### src/rtl/spi_conf_rx_pkg.sv
// rtl/spi_conf_rx_pkg.sv - shared constants and FSM encoding for the SPI configuration receiver
package spi_conf_rx_pkg;

    localparam int          WORD_BITS    = 16;
    localparam int          MODE_MSB     = 15;
    localparam int          MODE_LSB     = 12;
    localparam int          CNT_W        = 5;
    localparam logic [3:0]  DEFAULT_MODE = 4'hF;

    typedef enum logic [1:0] {
        ST_IDLE   = 2'd0,
        ST_SHIFT  = 2'd1,
        ST_COMMIT = 2'd2
    } state_e;

endpackage

### src/rtl/spi_conf_rx_sync2.sv
// rtl/spi_conf_rx_sync2.sv - two-flop synchronizer with selectable reset level
module sync2 #(
    parameter logic RST_VAL = 1'b0
) (
    input  logic clk,
    input  logic rst_n,
    input  logic d,
    output logic q
);

    logic [1:0] sync_q;
    logic [1:0] sync_d;

    always_comb begin
        sync_d = {sync_q[0], d};
    end

    always_ff @(posedge clk or negedge rst_n) begin
        if (!rst_n) begin
            sync_q <= {2{RST_VAL}};
        end else begin
            sync_q <= sync_d;
        end
    end

    assign q = sync_q[1];

endmodule

### src/rtl/spi_conf_rx.sv
// rtl/spi_conf_rx.sv - SPI configuration word receiver driving the major-mode mux select
module spi_conf_rx #(
    parameter int         WORD_BITS    = spi_conf_rx_pkg::WORD_BITS,
    parameter logic [3:0] DEFAULT_MODE = spi_conf_rx_pkg::DEFAULT_MODE
) (
    input  logic        pck0,
    input  logic        nreset,
    input  logic        spck,
    input  logic        mosi,
    input  logic        ncs,
    output logic [3:0]  major_mode,
    output logic [11:0] conf_word,
    output logic        conf_strobe,
    output logic        frame_err
);

    import spi_conf_rx_pkg::*;

    localparam logic [CNT_W-1:0] CNT_FULL = CNT_W'(WORD_BITS);
    localparam logic [CNT_W-1:0] CNT_SAT  = CNT_W'(WORD_BITS + 1);

    logic spck_s;
    logic mosi_s;
    logic ncs_s;

    sync2 #(.RST_VAL(1'b0)) u_sync_spck (.clk(pck0), .rst_n(nreset), .d(spck), .q(spck_s));
    sync2 #(.RST_VAL(1'b0)) u_sync_mosi (.clk(pck0), .rst_n(nreset), .d(mosi), .q(mosi_s));
    sync2 #(.RST_VAL(1'b1)) u_sync_ncs  (.clk(pck0), .rst_n(nreset), .d(ncs),  .q(ncs_s));

    state_e                 state_q, state_d;
    logic [WORD_BITS-1:0]   shift_q, shift_d;
    logic [CNT_W-1:0]       cnt_q, cnt_d;
    logic [3:0]             major_mode_q, major_mode_d;
    logic [11:0]            conf_word_q, conf_word_d;
    logic                   conf_strobe_q, conf_strobe_d;
    logic                   frame_err_q, frame_err_d;
    logic                   spck_prev_q, spck_prev_d;
    logic                   ncs_prev_q, ncs_prev_d;
    logic [1:0]             settle_q, settle_d;
    logic                   armed_q, armed_d;

    logic sync_valid;
    logic spck_rise;
    logic ncs_rise;
    logic ncs_fall;

    // The synchronizers come out of reset at their idle levels, so ncs only counts
    // as "seen high" once the pipeline has flushed real pin values (settle_q == 2).
    always_comb begin
        sync_valid = (settle_q == 2'd2);
        spck_rise  = spck_s & ~spck_prev_q;
        ncs_rise   = ncs_s & ~ncs_prev_q;
        ncs_fall   = armed_q & ncs_prev_q & ~ncs_s;
    end

    always_comb begin
        state_d       = state_q;
        shift_d       = shift_q;
        cnt_d         = cnt_q;
        major_mode_d  = major_mode_q;
        conf_word_d   = conf_word_q;
        conf_strobe_d = 1'b0;
        frame_err_d   = 1'b0;
        spck_prev_d   = spck_s;
        ncs_prev_d    = ncs_s;
        settle_d      = sync_valid ? settle_q : settle_q + 2'd1;
        armed_d       = armed_q | (sync_valid & ncs_s);

        case (state_q)
            ST_IDLE: begin
                if (ncs_fall) begin
                    shift_d = '0;
                    cnt_d   = '0;
                    state_d = ST_SHIFT;
                end
            end
            ST_SHIFT: begin
                // ncs_s is already high on the cycle of its rising edge, which masks a coincident spck edge.
                if (ncs_rise) begin
                    if (cnt_q == CNT_FULL) begin
                        state_d = ST_COMMIT;
                    end else begin
                        frame_err_d = 1'b1;
                        state_d     = ST_IDLE;
                    end
                end else if (spck_rise && !ncs_s) begin
                    shift_d = {shift_q[WORD_BITS-2:0], mosi_s};
                    cnt_d   = (cnt_q == CNT_SAT) ? cnt_q : cnt_q + 1'b1;
                end
            end
            ST_COMMIT: begin
                major_mode_d  = shift_q[MODE_MSB:MODE_LSB];
                conf_word_d   = shift_q[MODE_LSB-1:0];
                conf_strobe_d = 1'b1;
                state_d       = ST_IDLE;
            end
            default: begin
                state_d = ST_IDLE;
            end
        endcase
    end

    always_ff @(posedge pck0 or negedge nreset) begin
        if (!nreset) begin
            state_q       <= ST_IDLE;
            shift_q       <= '0;
            cnt_q         <= '0;
            major_mode_q  <= DEFAULT_MODE;
            conf_word_q   <= '0;
            conf_strobe_q <= 1'b0;
            frame_err_q   <= 1'b0;
            spck_prev_q   <= 1'b0;
            ncs_prev_q    <= 1'b1;
            settle_q      <= 2'd0;
            armed_q       <= 1'b0;
        end else begin
            state_q       <= state_d;
            shift_q       <= shift_d;
            cnt_q         <= cnt_d;
            major_mode_q  <= major_mode_d;
            conf_word_q   <= conf_word_d;
            conf_strobe_q <= conf_strobe_d;
            frame_err_q   <= frame_err_d;
            spck_prev_q   <= spck_prev_d;
            ncs_prev_q    <= ncs_prev_d;
            settle_q      <= settle_d;
            armed_q       <= armed_d;
        end
    end

    assign major_mode  = major_mode_q;
    assign conf_word   = conf_word_q;
    assign conf_strobe = conf_strobe_q;
    assign frame_err   = frame_err_q;

endmodule
### config.mk
export PLATFORM = sky130hd
export DESIGN_NAME = spi_conf_rx
export DESIGN_NICKNAME = d
export VERILOG_FILES = /design/src/rtl/spi_conf_rx_pkg.sv /design/src/rtl/spi_conf_rx_sync2.sv /design/src/rtl/spi_conf_rx.sv
export SDC_FILE = /design/constraint.sdc
export NUM_CORES = 1
export LEC_CHECK = 0
export BUFFER_PORTS_ARGS = -buffer_cell sky130_fd_sc_hd__buf_2
export CORE_MARGIN = 2
export CORE_UTILIZATION = 51
export CTS_BUF_LIST = sky130_fd_sc_hd__clkbuf_16
export DETAILED_ROUTE_END_ITERATION = 6
export PLACE_DENSITY = 0.74
export SYNTH_ARGS = -nofsm -noshare
export SYNTH_HDL_FRONTEND = slang
export SYNTH_SLANG_ARGS = --single-unit
### constraint.sdc
create_clock -name pck0 -period 1.4 [get_ports pck0]
set_clock_uncertainty 0.1 [all_clocks]
set_input_delay 0.21 -clock pck0 [delete_from_list [all_inputs] [get_ports pck0]]
set_output_delay 0.21 -clock pck0 [all_outputs]
set_load 0.005 [all_outputs]
==> flow_summary_export.csv <==
group,metric,value,unit
critical_path,worst_ep_arrival_time,1.56,ns
critical_path,path_cells,"nand3b_1 -> nor3_4 -> nor2_4 -> a221o_1",
logic_synthesis,yosys_register_bits,52,
cts,cts_buffers,5,
timing,whs,0.258,ns
layout,fin_util,0.668,
layout,final_area,2480,um^2
logic_synthesis,synth_edf_count,0,
cts,tritoncts,"yes",
logic_synthesis,yosys.cell_count.top_type,"dfrtp_1",
logic_synthesis,synth_area,2000,um^2
layout,final_cells,231,
cts,clockBufferDepth,2,
placement,port_buffers,22,
logic_synthesis,synth.distinct_cells,31,
timing,fmax,0.672,GHz
global_routing,antenna_found_initial,0,
floorplan,die_h,66.6,um
global_routing,grt_pass1_vias,1246,
placement,place_area,2260,um^2
floorplan,start_util,0.538,
floorplan,die-width,66.6,um
power,max-vdd-ir-drop,0.845,mV
routing,vias,1242,
logic_synthesis,avgSynthCellArea,14.6,um^2
floorplan,core-area,3720,um^2
critical_path,critPathKind,"reg -> reg",
cts,cts.sinks,52,
critical_path,worst-r2r-cell-count,4,
timing,setup_viol_count_final,21,
routing,drt-initial-drc-count,69,
timing,fin_crit,1.49,ns
timing,worst_pin_slew,0.269,ns
timing,tns,-1.23,ns
run,cap_violations,0,
placement,gp_congestion,0.762,
cts,cts_root_buf,"clkbuf_16",
outcome,violations,"setup timing",
critical_path,critPathLaunchType,"flop",
timing,grt_setup_unrepaired,"yes",
routing,drc_errors,0,
logic_synthesis,synth_top_area_frac,0.564,
layout,final_nets,191,
global_routing,grt_pass1_wl,5.89,mm
critical_path,cpPeakStageDelay,0.52,ns
hold_path,hp-class,"reg -> reg",
hold_path,worstHoldPathCells,0,
routing,routed_wl,3.47,mm
timing,hold_viol,0,
critical_path,critPathRequiredTime,1.47,ns
critical_path,endpoint_kind,"flop",
global_routing,gr-total-overflow,0,
logic_synthesis,yosys.area.top_type,"dfrtp_1",
timing,final.period_utilization,1.06,
placement,dp.cells,215,
layout,syn2layout_area_growth,24.2,%
logic_synthesis,yosys-top-cells-area,"dfrtp_1, dfstp_2, mux2_1, a22o_1, ha_1",
critical_path,crit_fanout,3,
layout,drive_gt1_frac,0.328,
logic_synthesis,ys_warn_count,0,
critical_path,path_delay_family,"flip-flops",
logic_synthesis,synthCells,137,
critical_path,slowest_stage,"dfstp_2",
timing,worst_slack,-0.0881,ns
power,power,3.01,mW
logic_synthesis,synth-async-reset-ratio,1.00,
logic_synthesis,yosysSeqAreaShare,0.656,
critical_path,cp_num_cells,4,
cts,clk_pin_slew,0.06,ns
floorplan,pin_count,23,
placement,post-place-ws,-0.111,ns
timing,slew_violations,0,
power,p_leak,1.29,nW
critical_path,path_buf_inv,0,
routing,first_pass_iters,4,
routing,routed_via_density,5.38,
routing,ant_nets,0,
logic_synthesis,synth_top_flop_cell,"dfrtp_1",
power,power.density,1210,nW/um^2
global_routing,grt_max_degree,53,
logic_synthesis,synth_commonest_cells,"dfrtp_1, a22o_1, mux2_1, dfstp_2, nand3_1",
layout,diodes,0,
cts,h-tree-depth,2,
floorplan,die-area,4430,um^2
global_routing,grt.total_usage,0.184,
timing,relSlewSlack,0.820,
outcome,status,"complete, but fails checks",
placement,hpwl,2.22,mm
routing,wl_per_cell,15.0,um
logic_synthesis,synth_fp_nets,146,
cts,insertion_delay,0.28,ns
floorplan,rows,22,
-- worst register-to-register path, stage by stage (launching register included) --
cell,delay [ns]
dfstp_2,0.52
nand3b_1,0.14
nor3_4,0.20
nor2_4,0.07
a221o_1,0.35
-- where the power goes --
part / internal [mW] / leakage, nW / switching [mW]
Sequential: 1.56 / 0.670 / 0.0337
Combinational: 0.148 / 0.542 / 0.143
Clock: 0.646 / 0.0762 / 0.486
-- per-layer routing --
metal,global-route usage,vias to the layer above,routed length (um)
met5,0,-,0
met4,0.0714,0,32
met3,0.0574,4,171
met2,0.275,33,1650
met1,0.253,623,1620
li1,-,582,-
-- layout by cell type (no fill, tap or decap), types with 3 or more instances in the layout --
cell type and n:
dlygate4sd3_1 4, dfstp_2 7, buf_12 3, buf_2 22
nand2_1 5, nand3_1 7, mux2_1 16, dfrtp_1 43
clkbuf_16 5, a22o_1 16, ha_1 4, inv_1 6
buf_4 14, nand2b_1 3
-- worst paths after layout --
path | from | end | slack (ns)
setup / recovery | ncs_prev_q | cnt_q[3] | -0.09
hold / removal | u_sync_mosi.sync_q[0] | u_sync_mosi.sync_q[1] | 0.26
setup reg to reg | ncs_prev_q | cnt_q[3] | -0.09
hold reg to reg | u_sync_mosi.sync_q[0] | u_sync_mosi.sync_q[1] | 0.26
max in group asynchronous | nreset | ncs_prev_q | 0.57
min in group asynchronous | nreset | frame_err | 0.34
-- what timing repair did --
item	in CTS	in global routing
pin swaps	1	1
hold endpoints to repair	48	0
resized for setup	4	0
setup endpoints to repair	21	26
setup buffers	1	3
hold buffers	4	0
-- registers in the layout, indices dropped and copies added, names as in the netlist, 4 cells and up --
name	cells
cnt_q	5
conf_word	12
major_mode	4
shift_q	16
-- logic make-up (layout without fill, tap and decap cells) --
kind of cell             Yosys count  after routing  share of synthesized area
flip-flops                        52             52                      0.656
multiplexers                      16             16                     0.0902
XOR/XNOR                           1              1                    0.00438
AND/OR/NAND/NOR                   30             30                     0.0933
adder cells (fa/ha/maj)            4              4                     0.0250
AO/OA/AOI/OAI                     25             25                      0.101
buffers and inverters              9             55                     0.0307
-- layout make-up --
type	count	area (um^2)
Inverter	4	15.0
Clock buffer	5	125
Tap cell	48	60.1
Timing Repair Buffer	43	315
Clock inverter	3	12.5
Fill cell	268	1230
Multi-Input combinational cell	76	642
Sequential cell	52	1310
No activity file was read; power rests on OpenSTA's default activity.
